<file path="src/rtl/ttfir_pkg.sv">
// Shared definitions for the tapeout FIR slice host driver: default widths,
// controller states, capture-pipe tag type and slice pin map.
package ttfir_pkg;

  localparam int BW_IN_DEF  = 6;
  localparam int BW_OUT_DEF = 8;

  // Bit positions on the slice io_in bus
  localparam int PIN_CLK   = 0;
  localparam int PIN_RST   = 1;
  localparam int PIN_X_LSB = 2;

  typedef enum logic [2:0] {
    IDLE   = 3'd0,
    RST    = 3'd1,
    LOAD   = 3'd2,
    STREAM = 3'd3,
    DRAIN  = 3'd4
  } state_t;

  // Tag travelling alongside a sample while the slice computes its result
  typedef struct packed {
    logic valid;
    logic last;
  } tag_t;

  // Number of results still in flight inside the two-stage capture pipe
  function automatic logic [1:0] pipe_occ(input tag_t s1, input tag_t s2);
    return {1'b0, s1.valid} + {1'b0, s2.valid};
  endfunction

endpackage

</file>
<file path="src/rtl/ttfir_result_fifo.sv">
// First-word fall-through result FIFO. The head entry is read straight from
// the entry registers, so data is visible the cycle after it is pushed.
module ttfir_result_fifo #(
  parameter int WIDTH = 9,
  parameter int DEPTH = 4
) (
  input  logic                     clk,
  input  logic                     reset,
  input  logic                     push,
  input  logic [WIDTH-1:0]         push_data,
  input  logic                     pop,
  output logic                     valid,
  output logic [WIDTH-1:0]         head,
  output logic [$clog2(DEPTH):0]   count
);

  localparam int AW = $clog2(DEPTH);

  logic [WIDTH-1:0] mem_reg [DEPTH];
  logic [AW-1:0]    wr_ptr_reg;
  logic [AW-1:0]    rd_ptr_reg;
  logic [AW:0]      count_reg;
  logic             pop_fire;
  logic             full;

  assign full     = (count_reg == (AW+1)'(DEPTH));
  assign valid    = (count_reg != '0);
  assign pop_fire = pop && valid;
  assign head     = mem_reg[rd_ptr_reg];
  assign count    = count_reg;

  // One register per entry; cleared on reset so the head reads zero when empty
  for (genvar gi = 0; gi < DEPTH; gi++) begin : g_entry
    always_ff @(posedge clk) begin
      if (reset) begin
        mem_reg[gi] <= '0;
      end else if (push && (wr_ptr_reg == AW'(gi))) begin
        mem_reg[gi] <= push_data;
      end
    end
  end

  // Pointer and occupancy bookkeeping; push and pop may coincide even when full
  always_ff @(posedge clk) begin
    if (reset) begin
      wr_ptr_reg <= '0;
      rd_ptr_reg <= '0;
      count_reg  <= '0;
    end else begin
      if (push) begin
        wr_ptr_reg <= wr_ptr_reg + AW'(1);
      end
      if (pop_fire) begin
        rd_ptr_reg <= rd_ptr_reg + AW'(1);
      end
      case ({push, pop_fire})
        2'b10:   count_reg <= count_reg + (AW+1)'(1);
        2'b01:   count_reg <= count_reg - (AW+1)'(1);
        default: count_reg <= count_reg;
      endcase
    end
  end

  // The host throttles input so that a push never lands on a full FIFO unless
  // the head is leaving in the same cycle.
  a_no_overflow: assert property (@(posedge clk) disable iff (reset)
    !(push && full && !pop_fire));

endmodule

</file>
<file path="src/rtl/ttfir_host.sv">
// Host-side driver for the FIR slice: resets it, loads the coefficient,
// streams samples over its pins and returns results in order through a FIFO.
module ttfir_host
  import ttfir_pkg::*;
#(
  parameter int BW_in        = BW_IN_DEF,
  parameter int BW_out       = BW_OUT_DEF,
  parameter int RESET_CYCLES = 2,
  parameter int FIFO_DEPTH   = 4
) (
  input  logic              clk,
  input  logic              reset,
  input  logic              start,
  input  logic [BW_in-1:0]  coef_in,
  input  logic              in_valid,
  output logic              in_ready,
  input  logic [BW_in-1:0]  in_data,
  input  logic              in_last,
  output logic              out_valid,
  input  logic              out_ready,
  output logic [BW_out-1:0] out_data,
  output logic              out_last,
  output logic              busy,
  output logic [7:0]        dut_io_in,
  input  logic [7:0]        dut_io_out
);

  localparam int CW  = $clog2(RESET_CYCLES + 1);
  localparam int FAW = $clog2(FIFO_DEPTH);
  localparam logic [7:0] PIN_RESET_VAL = 8'(1) << PIN_RST;

  state_t            state_reg;
  state_t            state_next;
  logic [CW-1:0]     rst_cnt_reg;
  logic [BW_in-1:0]  coef_reg;
  logic [7:0]        pin_reg;
  logic [7:0]        pin_next;
  logic              rst_pin_next;
  logic [BW_in-1:0]  x_next;
  tag_t              tag1_reg;
  tag_t              tag2_reg;
  logic              accept;
  logic [FAW:0]      fifo_count;
  logic [FAW+1:0]    occ;
  logic [BW_out:0]   fifo_head;
  logic              pipe_empty;

  // Everything already accepted but not yet consumed: queued plus in flight
  assign occ        = (FAW+2)'(fifo_count) + (FAW+2)'(pipe_occ(tag1_reg, tag2_reg));
  assign pipe_empty = !tag1_reg.valid && !tag2_reg.valid;
  assign accept     = in_valid && in_ready;
  assign busy       = (state_reg != IDLE);

  // State register
  always_ff @(posedge clk) begin
    if (reset) begin
      state_reg <= IDLE;
    end else begin
      state_reg <= state_next;
    end
  end

  // Next-state logic
  always_comb begin
    state_next = state_reg;
    case (state_reg)
      IDLE:    if (start) state_next = RST;
      RST:     if (rst_cnt_reg == '0) state_next = LOAD;
      LOAD:    state_next = STREAM;
      STREAM:  if (accept && in_last) state_next = DRAIN;
      DRAIN:   if (pipe_empty && (fifo_count == '0)) state_next = IDLE;
      default: state_next = IDLE;
    endcase
  end

  // Outputs and next values for the registered slice pins
  always_comb begin
    in_ready     = 1'b0;
    rst_pin_next = pin_reg[PIN_RST];
    x_next       = pin_reg[PIN_X_LSB +: BW_in];
    case (state_reg)
      IDLE: begin
        x_next = '0;
        if (start) rst_pin_next = 1'b1;
      end
      RST: begin
        if (rst_cnt_reg == '0) begin
          // Release reset and present the coefficient for the single LOAD cycle
          rst_pin_next = 1'b0;
          x_next       = coef_reg;
        end else begin
          rst_pin_next = 1'b1;
          x_next       = '0;
        end
      end
      LOAD: begin
        rst_pin_next = 1'b0;
        x_next       = '0;
      end
      STREAM: begin
        rst_pin_next = 1'b0;
        in_ready     = (occ < (FAW+2)'(FIFO_DEPTH));
        if (in_valid && in_ready) x_next = in_data;
      end
      DRAIN: begin
        rst_pin_next = 1'b0;
      end
      default: begin
        rst_pin_next = 1'b1;
        x_next       = '0;
      end
    endcase
  end

  // Assemble the slice pin bus; the clock pin is tied at top level
  for (genvar gi = 0; gi < 8; gi++) begin : g_pin
    if (gi == PIN_RST) begin : g_rst
      assign pin_next[gi] = rst_pin_next;
    end else if ((gi >= PIN_X_LSB) && (gi < PIN_X_LSB + BW_in)) begin : g_x
      assign pin_next[gi] = x_next[gi - PIN_X_LSB];
    end else begin : g_zero
      assign pin_next[gi] = 1'b0;
    end
  end

  // Slice pins are driven from flops so the slice sees clean, edge-aligned inputs
  always_ff @(posedge clk) begin
    if (reset) begin
      pin_reg <= PIN_RESET_VAL;
    end else begin
      pin_reg <= pin_next;
    end
  end

  assign dut_io_in = pin_reg;

  // Coefficient latch and slice-reset down-counter
  always_ff @(posedge clk) begin
    if (reset) begin
      coef_reg    <= '0;
      rst_cnt_reg <= '0;
    end else if ((state_reg == IDLE) && start) begin
      coef_reg    <= coef_in;
      rst_cnt_reg <= CW'(RESET_CYCLES - 1);
    end else if ((state_reg == RST) && (rst_cnt_reg != '0)) begin
      rst_cnt_reg <= rst_cnt_reg - CW'(1);
    end
  end

  // Capture pipe: a tag enters on accept and reaches stage 2 exactly when the
  // slice output for that sample is on dut_io_out
  always_ff @(posedge clk) begin
    if (reset) begin
      tag1_reg <= '0;
      tag2_reg <= '0;
    end else begin
      tag1_reg <= accept ? tag_t'{valid: 1'b1, last: in_last} : tag_t'('0);
      tag2_reg <= tag1_reg;
    end
  end

  ttfir_result_fifo #(
    .WIDTH (BW_out + 1),
    .DEPTH (FIFO_DEPTH)
  ) u_fifo (
    .clk       (clk),
    .reset     (reset),
    .push      (tag2_reg.valid),
    .push_data ({tag2_reg.last, dut_io_out[BW_out-1:0]}),
    .pop       (out_ready),
    .valid     (out_valid),
    .head      (fifo_head),
    .count     (fifo_count)
  );

  assign out_data = fifo_head[BW_out-1:0];
  assign out_last = fifo_head[BW_out];

endmodule

</file>
<file path="config.mk">
export PLATFORM = sky130hd
export DESIGN_NAME = ttfir_host
export DESIGN_NICKNAME = d
export VERILOG_FILES = /design/src/rtl/ttfir_pkg.sv /design/src/rtl/ttfir_result_fifo.sv /design/src/rtl/ttfir_host.sv
export SDC_FILE = /design/constraint.sdc
export NUM_CORES = 1
export LEC_CHECK = 0
export CORE_MARGIN = 8
export CORE_UTILIZATION = 25
export DETAILED_ROUTE_END_ITERATION = 6
export PLACE_DENSITY_LB_ADDON = 0.3
export SKIP_CTS_REPAIR_TIMING = 1
export SYNTH_ARGS = -nofsm -noshare
export SYNTH_HDL_FRONTEND = slang
export SYNTH_SLANG_ARGS = --single-unit
</file>
<file path="constraint.sdc">
create_clock -name clk -period 2.7 [get_ports clk]
set_input_delay 0.54 -clock clk [delete_from_list [all_inputs] [get_ports clk]]
set_output_delay 0.54 -clock clk [all_outputs]
set_load 0.1 [all_outputs]
</file>
## After elaboration in Yosys (flattened, before gate mapping)

Memories as Yosys holds them, arrays and structs flattened. A register that Yosys moved wholly into a read port is not among the register bits.
Cells that the tools add are included.

| operators by class | value |
|---|---|
| add/subtract/negate cells | 7 |
| $mul | 0 |
| div/mod/pow operators | 0 |
| magnitude comparators | 1 |
| equal/unequal tests | 14 |
| shift operators | 0 |
| muxes and demuxes | 36 |
| bitwise gates (word level) | 6 |
| reductions and logical operators | 28 |

Operator list:

| operator | number |
|---|---|
| 9-bit 2-to-1 mux | 4 |
| 1-bit 2-to-1 mux | 19 |
| 6-bit one-hot mux with 3 select lines | 1 |
| 3-bit one-hot mux with 5 select lines | 1 |
| 1-bit logical AND | 12 |
| 3-bit 2-to-1 mux | 4 |
| 6-bit 2-to-1 mux | 2 |
| 2-bit inequality test, second input constant | 5 |
| 2-bit == test, second input constant | 3 |
| 3-bit by 2-bit == test with 1-bit output, second input constant | 2 |
| 3-bit logical NOT | 2 |
| 2-bit 2-to-1 mux | 3 |
| 3-bit one-hot mux with 2 select lines | 1 |
| 2-bit nonzero test | 3 |
| 3-bit nonzero test | 2 |
| 2-bit by 1-bit adder with 2-bit output, second input constant | 2 |
| 3-bit by 2-bit adder with 4-bit output | 1 |
| 2-bit by 1-bit == test with 1-bit output, second input constant | 2 |
| 2-bit logical NOT | 2 |
| 4-bit by 3-bit less-than comparator with 1-bit output, second input constant | 1 |
| 1-bit bitwise OR | 4 |
| 4-bit AND reduction | 1 |
| 2-bit OR reduction | 2 |
| 3-bit by 1-bit adder with 3-bit output, second input constant | 1 |
| 10 further kinds | 12 |

| storage, ports and cells | value |
|---|---|
| bits in registers | 30 |
| bits in latches | 0 |
| bits in writable memories | 36 |
| memory bits (read-only) | 0 |
| bits of input ports | 26 |
| output and inout bits | 20 |
| word-level logic and storage cells | 107 |
| memories kept | 1 |

Memory list:

| memory | depth | width | read ports | clocked after memory_dff | write ports | line | RTL |
|---|---|---|---|---|---|---|---|
| u_fifo.mem_reg | 4 | 9 | 1 | 1 | 4 | ttfir_result_fifo.sv:19 | `logic [WIDTH-1:0] mem_reg [DEPTH];` |

## Longest topological paths before layout

| depth | value |
|---|---|
| depth in word-level cells | 8 |
| gate-level depth with buffers | 8 |
| gate-level depth less buffers | 8 |

## Modules after synthesis

Synthesis repeated with hierarchy kept, for this count alone.

| second synthesis, totals | value |
|---|---|
| cell total of the unflattened synthesis | 277 |
| area total of the unflattened synthesis | 3166.8 µm² |

Modules (own cells, without submodules):

| module | instances | cells each | area an instance (µm²) |
|---|---|---|---|
| ttfir_result_fifo | 1 | 139 | 2023.2 |
| ttfir_host | 1 | 138 | 1143.6 |

## Least setup slack after synthesis

No wires, ideal clock.

| path | value |
|---|---|
| kind | register to output |
| from | register u_fifo.count_reg[0], in the netlist u_fifo.count[0] |
| to | output port in_ready |
| arrival | 2.297 ns |
| slack | -0.137 ns |
| stages on the path, launching flop included | 5 |
| path buffers | 0 |
| cell sequence | dfxtp_1 ha_1 a211oi_4 nor2_1 nor2_1 |

| between the ends | value |
|---|---|
| cells in the longest elaborated chain, start to end | 3 |

Ends and longest elaborated chain:

| element | line | RTL |
|---|---|---|
| start, declared | ttfir_result_fifo.sv:22 | `logic [AW:0] count_reg;` |
| start signal, assigned | ttfir_result_fifo.sv:57 | `2'b10: count_reg <= count_reg + (AW+1)'(1);` |
| start signal, assigned | ttfir_result_fifo.sv:58 | `2'b01: count_reg <= count_reg - (AW+1)'(1);` |
| start signal, assigned | ttfir_result_fifo.sv:59 | `default: count_reg <= count_reg;` |
| 3-bit by 2-bit adder with 4-bit output | ttfir_host.sv:49 | `assign occ = (FAW+2)'(fifo_count) + (FAW+2)'(pipe_occ(tag1_reg, tag2_reg));` |
| 4-bit by 3-bit less-than comparator with 1-bit output | ttfir_host.sv:102 | `in_ready = (occ < (FAW+2)'(FIFO_DEPTH));` |
| 1-bit 2-to-1 mux | ttfir_host.sv:81 | `case (state_reg)` |
| end, declared | ttfir_host.sv:16 | `output logic in_ready,` |

No other way between the ends.

## Worst setup path after layout

Same ends and word-level chain as after synthesis.

==> flow_summary.ini <==
[synth]
synth-seq-cells = 67
netlist_instances = 274
syn_nets = 308
seq_area_frac_synth = 0.5399
yosys.area.top_type = edfxtp_1
syn_area_um2 = 3152
syn_area_per_cell_um2 = 11.50
async_flop_share = 0
yosys_warnings = 0
netlist_top_cells_area = edfxtp_1 34%, dfxtp_1 20%, and2_1 7.3%
synth_cell_types = 45
synth_ff_type = edfxtp_1
synth_edf_count = 36
synth_top_area_share = 0.3430

[clock_network]
clkSinkCount = 67
clk_pin_slew_ns = 0.05
cts_max_level = 3
root_buffer = clkbuf_16
cts_tree = done
clk_latency_ns = 0.33
cts_buffers = 9
clockBufferDepth = 2

[finish]
antenna_cells = 0
syn_to_final_growth_pct = 28.54
drive_gt1_frac = 0.1938
fillers = 1275
finalNonFillerCells = 497
largest_reg_flops = 36
utilization = 0.3250
final_cell_mix = 37 x and2_1, 36 x edfxtp_1, 31 x dfxtp_1
final_common_cell = and2_1
nets = 354

[global_route]
grt_antenna_before_repair = 0
track_usage = 0.09047
grt_overflow = 0
grt_pass1_wl_mm = 11.50
met3_usage = 0.04451
use_met1 = 0.1040
busiest_layer = met2
grt_pass1_vias = 2241
gr-usage-met2 = 0.1448
grt_max_degree = 20

[critical_path]
cp_num_buf_inv = 1
crit_type = reg2out
crit_required_ns = 2.16
cp_top_family = flip-flops
start_kind = flop
path_cells = ha_1, a211oi_4, nor2_1, nor2_2, buf_12
critical-path-slowest-cell = dfxtp_1
path_max_fanout = 4
arrival_ns = 1.79
cp_slowest_stage_delay_ns = 0.38
worst_setup_path_end_kind = primary output

[die]
initial_core_util = 0.2528
die_w_um = 128.3
dieHeight_um = 128.3
ioPinCount = 46
die_area_um2 = 16460
num_rows = 41
core_um2 = 12470

[sta]
rsz0062_at_grt = false
setup-tns-final_ns = 0
finClkSkew_ns = 0.005120
timing.fmax_mhz = 429.7
drv_slew = 0
period_share = 0.8619
report.final.hold_viol_count = 0
fin_ws_ns = 0.3728
worst_slew_pin_slew_ns = 0.6079
period_minus_slack_ns = 2.327
finalSetupViolCount = 0
max_slew_margin = 0.5932

[place]
dp_hpwl_mm = 4.916
dp.cells = 481
io_buffers = 44
pre_cts_slack_ns = 0.2419
place.gp.congestion = 0.7867

[power_and_ir_drop]
power_density_nw_per_um2 = 691.1
ir_drop_v = 0.0002487
p_leak_uw = 0.001452
total_power_uw = 2800

[route]
vias = 2169
drtIter0Drc = 157
antenna_left = 0
routed_via_density = 4.364
wl_mm = 7.091
drc = 0
dr.pass1.iters = 4
wl_per_cell_um = 14.27

[run_status]
outcome = completed

[job]
max-cap-violations = 0

[min_path]
min_path_type = reg2reg
-- per-layer routing --
| layer | vias up | routed length (um) |
|---|---|---|
| li1 | 1064 | - |
| met1 | 1030 | 3241 |
| met5 | - | 0 |
| met3 | 10 | 481 |
| met2 | 65 | 3270 |
| met4 | 0 | 97 |
-- worst paths after layout --
path              startpoint         endpoint  slack, ns  depth (start not counted)
min reg2reg      tag1_reg[0]      tag2_reg[0]       0.45                          1
min              tag1_reg[0]      tag2_reg[0]       0.45                          1
max reg2reg  u_fifo.count[2]  u_fifo.count[2]       0.66                          8
max          u_fifo.count[0]         in_ready       0.37                          5
-- stage by stage --
stage	area, um2	hold slack [ns]
final	4051	0.4550
after global routing	4051	0.4773
after CTS	4051	0.4652
after detailed placement	3734	0.4468
after global placement	3734	0.4226
after floorplan	3154	0.4138
-- report_power, final --
group / total [uW] / switching, uW / internal, uW
Clock: 1240 / 435 / 804
Combinational: 420 / 288 / 132
Sequential: 1140 / 24.9 / 1120
-- area by class of cell --
type	instances	area, um2	share of cell area
Sequential cell	67	1702	0.4200
Multi-Input combinational cell	183	1336	0.3298
Timing Repair Buffer	49	442.9	0.1093
Clock buffer	9	225.2	0.05559
Tap cell	172	215.2	0.05312
Clock inverter	7	92.59	0.02285
Inverter	10	37.54	0.009265
-- kinds of logic (layout without fill, tap and decap cells) --
kind of cell,count (synthesis),in the layout,synth area share
fa+ha+maj,8,8,0.03414
simple gates,120,120,0.2088
other cells,1,1,0.001190
flops,67,67,0.5399
mux,10,10,0.06749
xor+xnor,6,6,0.01906
compound gates,38,38,0.09250
buf+inv,24,75,0.03692
-- synth_stat cells (all sizes together) (6+ instances only) --
master and number:
a21oi 17, nand2b 6, edfxtp 36, nor2 20
nor3 10, ha 7, mux4 9, nand3 11
dfxtp 31, inv 10, and2 38, nand2 25
a311o 6, buf 11
Note: power is estimated with default switching activity, not from simulation.
==> edit 1: new RTL, config.mk and constraints unchanged <==
Re-encode `state_t` (5 states) as Gray code, 3 bits wide.
--- a/src/rtl/ttfir_pkg.sv
+++ b/src/rtl/ttfir_pkg.sv
@@ -12,9 +12,9 @@
 
   typedef enum logic [2:0] {
-    IDLE   = 3'd0,
-    RST    = 3'd1,
-    LOAD   = 3'd2,
-    STREAM = 3'd3,
-    DRAIN  = 3'd4
+    IDLE   = 3'b000,
+    RST    = 3'b001,
+    LOAD   = 3'b011,
+    STREAM = 3'b010,
+    DRAIN  = 3'b110
   } state_t;
 
Check against the original RTL: same outputs for any inputs over 10 cycles, from zero or initial values and one cycle with reset high; not proved beyond that.
==> edit 1 against the unedited design <==
Clock power is 7% lower. Sequential cell count stayed put. Power is 1.1% lower. Area after synthesis is 1.5% lower. Design area is 0.31% lower. Routed wire length is 7.2% lower. Critical path type unchanged. Via count is 7.1% lower. Worst setup slack worse by 0.10 ns.
==> edit 1: results (changes against the unedited design) <==
Outcome
  • Outcome: finished clean (unchanged)

Worst setup path
  • Crit path max-delay family: compound AO/OA/AOI/OAI gates (was flip-flops)
  • Arrival @ worst endpoint: 1.89 ns (was 1.79 ns)
  • Maximum fanout along the worst path: 6 (was 4)

Global routing
  • First-pass GRT wire length: 10900 um (was 11500 um)
  • Met3 usage: 0.0370 (was 0.0445)
  • Pin count of the biggest net entering global routing: 32 (was 20)
  • Met1 usage: 0.0978 (was 0.104)

Placement
  • Placed Area: 3740 sq um (was 3730 sq um)
  • Placed insts: 466 (was 481)
  • Place WS: 0.250 ns (was 0.242 ns)
  • Placed wire-length estimate: 4570 um (was 4920 um)

Finish
  • Number of fillers in the final layout: 1220 (was 1275)
  • Final std cells w/o fill: 482 (was 497)
  • Area of the multi-input gates: 1310 sq um (was 1340 sq um)

Detailed routing
  • WL/cell: 13.7 um (was 14.3 um)
  • M1 WL: 3010 um (was 3240 um)
  • Starting DRT DRC Count: 77 (was 157)

Synthesis
  • Synth top cells by count: 36 x and2_1, 36 x edfxtp_1, 31 x dfxtp_1, 23 x nor2_1, 13 x mux2i_1 (was 37 x and2_1, 36 x edfxtp_1, 31 x dfxtp_1, 25 x nand2_1, 19 x nor2_1)
  • Sequential fraction of the synthesis area: 0.548 (was 0.540)
  • Post-synthesis mux area share: 0.107 (was 0.0675)
  • Synth Area in Compound Gates: 0.0612 (was 0.0925)
  • Syn Inst Count: 259 (was 274)
  • Netlist cell types: 38 (was 45)

Timing
  • Final clock skew: 0.00479 ns (was 0.00512 ns)
  • Worst Tran Pin Value: 0.627 ns (was 0.608 ns)

Power
  • Pleak: 1.54 nW (was 1.45 nW)
  • Max VDD drop: 0.401 mV (was 0.249 mV)
  • Psw: 772 uW (was 748 uW)
edit 1: cell types whose count changed after synthesis, sizes merged, moves of 7 or more:
cell and change:
nand2 -19, nor3 -9, mux2i +12, nand3 -11, o21ai +7, a21oi -9
edit 1: worst paths after layout:
kind                                startpoint                      endpoint  slack (ns)
setup / recovery  u_fifo.count[0]$_SDFFE_PP0P_                      in_ready        0.27
hold / removal          tag1_reg[0]$_SDFF_PP0_        tag2_reg[0]$_SDFF_PP0_        0.44
setup reg to reg  u_fifo.count[0]$_SDFFE_PP0P_  u_fifo.count[2]$_SDFFE_PP0P_        0.79
hold reg to reg         tag1_reg[0]$_SDFF_PP0_        tag2_reg[0]$_SDFF_PP0_        0.44
edit 1: area by class of cell:
| type | instances | share of cell area |
|---|---|---|
| repair buffers | 52 | 0.118 |
| clock buffers | 9 | 0.0558 |
| flip-flops and latches | 67 | 0.421 |
| well taps | 168 | 0.0520 |
| clock inverters | 7 | 0.0192 |
| multi-input cells | 169 | 0.324 |
| inverters | 10 | 0.00929 |
==> edit 2: new RTL, config.mk and constraints unchanged <==
Without the edit above. Change the parameter `FIFO_DEPTH` from 4 to 2.
--- a/src/rtl/ttfir_host.sv
+++ b/src/rtl/ttfir_host.sv
@@ -7,5 +7,5 @@
   parameter int BW_out       = BW_OUT_DEF,
   parameter int RESET_CYCLES = 2,
-  parameter int FIFO_DEPTH   = 4
+  parameter int FIFO_DEPTH   = 2
 ) (
   input  logic              clk,
Check against the original RTL: not equivalent (Yosys sat finds a counterexample within 10 cycles, from zero or initial values and one cycle with reset high).
==> edit 2 against the unedited design <==
Non-clock buffer count shrank 2. Power shrank 45%. Sequential power shrank 32%. Sequential share of layout area shrank 2.1 points. Critical path depth shrank 2. Area after synthesis shrank 33%. Die area shrank 29%. Routed wire length shrank 37%. Worst hold slack lost 0.0057 ns. Global-route usage shrank 0.84 points. Design area shrank 33%. Worst setup slack lost 0.020 ns. Sequential cell count shrank 22.
==> edit 2: results (changes against the unedited design) <==
Synthesis
  • EDFF count, synth: 18 (was 36)
  • Synth top cells by count: 27 x dfxtp_1, 18 x and2_1, 18 x edfxtp_1, 15 x mux2_2, 14 x nor2_1 (was 37 x and2_1, 36 x edfxtp_1, 31 x dfxtp_1, 25 x nand2_1, 19 x nor2_1)
  • Mean area per synthesized cell: 11.1 sq um (was 11.5 sq um)
  • Adder-Cell Fraction of Synth Area: 0.0178 (was 0.0341)
  • Xor-xnor portion of the synthesized cell area: 0.0207 (was 0.0191)
  • Sequential fraction of the synthesis area: 0.512 (was 0.540)
  • Synth Area in Compound Gates: 0.0829 (was 0.0925)
  • Netlist cell types: 42 (was 45)
  • Largest cells by area after synthesis: dfxtp_1 26%, edfxtp_1 26%, mux2_2 8.0% (was edfxtp_1 34%, dfxtp_1 20%, and2_1 7.3%)
  • Ys async rst share: 0 (unchanged)
  • Syn_nets: 219 (was 308)
  • Post-synthesis mux area share: 0.108 (was 0.0675)

Timing
  • Final clock skew: 0.00357 ns (was 0.00512 ns)

Power
  • Max VDD drop: 0.288 mV (was 0.249 mV)
  • Pleak: 1.04 nW (was 1.45 nW)

Detailed routing
  • Starting DRT DRC Count: 32 (was 157)
  • WL/cell: 13.2 um (was 14.3 um)
  • Vias per cell: 4.32 (was 4.36)
  • Final wirelength: 4480 um (was 7090 um)

Global routing
  • First-pass GRT wire length: 7570 um (was 11500 um)
  • Vias in the first global route: 1570 (was 2241)
  • Antenna violations before repair: 0 (unchanged)
  • Tot GR Track Use: 0.0821 (was 0.0905)

Finish
  • Number of fillers in the final layout: 854 (was 1275)
  • Layout cells sized above 1: 0.258 (was 0.194)
  • Nets: 261 (was 354)
  • Max FFs per register: 18 (was 36)

Placement
  • Final Wtd Congestion: 0.650 (was 0.787)
  • Place WS: 0.494 ns (was 0.242 ns)
  • Placed wire-length estimate: 3310 um (was 4920 um)
  • Placed insts: 330 (was 481)

Outcome
  • Outcome: finished clean (unchanged)

Clock tree
  • # H-tree levels: 2 (was 3)
  • Clk_lat worst skew: 0.30 ns (was 0.33 ns)
  • Root buf cell: clkbuf_8 (was clkbuf_16)
  • CTS buffer count: 5 (was 9)
  • Reg clk slew, reported paths: 0.09 ns (was 0.05 ns)

Worst setup path
  • Arrival @ worst endpoint: 1.81 ns (was 1.79 ns)
  • Reg2Reg Depth: 4 (was 8)
  • Maximum fanout along the worst path: 24 (was 4)
  • Max stage delay on crit path: 0.84 ns (was 0.38 ns)
[edit 2: changes by cell type after synthesis, sizes merged, moves of 6 or more]
cell | before | now
mux4 | 9 | 0
a311o | 6 | 0
nor3 | 10 | 2
nand3b | 0 | 8
nand2 | 25 | 7
nand3 | 11 | 0
edfxtp | 36 | 18
mux2 | 0 | 15
and2b | 0 | 6
a21oi | 17 | 10
and2 | 38 | 18
nor2 | 20 | 14
[edit 2: path summary, 6_finish.rpt]
kind	slack [ns]	to	from
worst min register to register	0.45	tag2_reg[0]$_SDFF_PP0_	tag1_reg[0]$_SDFF_PP0_
worst min-delay path	0.45	tag2_reg[0]$_SDFF_PP0_	tag1_reg[0]$_SDFF_PP0_
worst max register to register	0.67	dut_io_in[7]$_SDFFE_PP0P_	u_fifo.count[0]$_SDFFE_PP0P_
worst max-delay path	0.35	in_ready	state_reg[1]$_SDFFE_PP0P_
[edit 2: report_power, final]
group	internal [mW]	switching, mW
sequential	0.739	0.0368
combinational	0.126	0.220
clock	0.187	0.246
[edit 2: logic make-up after synthesis]
logic type	Yosys count
adder cells (fa/ha/maj)	3
multiplexers	21
AO/OA/AOI/OAI	25
AND/OR/NAND/NOR	72
flip-flops	45
XOR/XNOR	5
other	1
buffers and inverters	18
[edit 2: layer usage]
| layer | up-vias | part of all wire | GRT usage |
|---|---|---|---|
| met5 | - | 0 | 0 |
| met4 | 0 | 0.0071 | 0.0198 |
| li1 | 746 | - | - |
| met3 | 4 | 0.067 | 0.0381 |
| met1 | 667 | 0.47 | 0.0967 |
| met2 | 43 | 0.45 | 0.133 |
[edit 2: layout make-up]
cell class,instances,area [sq um],share of cell area
flip-flops and latches,45,1080,0.399
multi-input cells,127,952,0.352
repair buffers,47,428,0.158
well taps,105,131,0.0485
clock buffers,5,68.8,0.0254
clock inverters,3,25.0,0.00924
inverters,6,22.5,0.00831
[edit 2: worst max-delay path: cells and delay by family, from the launching register on]
family        cells  cell delay, ns
flops             1            0.84
simple gates      2            0.46
buf+inv           1            0.19
[edit 2: stage by stage]
stage	hold slack [ns]	instance area [sq um]
after floorplan	0.414	2120
after global placement	0.421	2620
after detailed placement	0.439	2620
after CTS	0.458	2710
after global routing	0.480	2710
final	0.449	2710
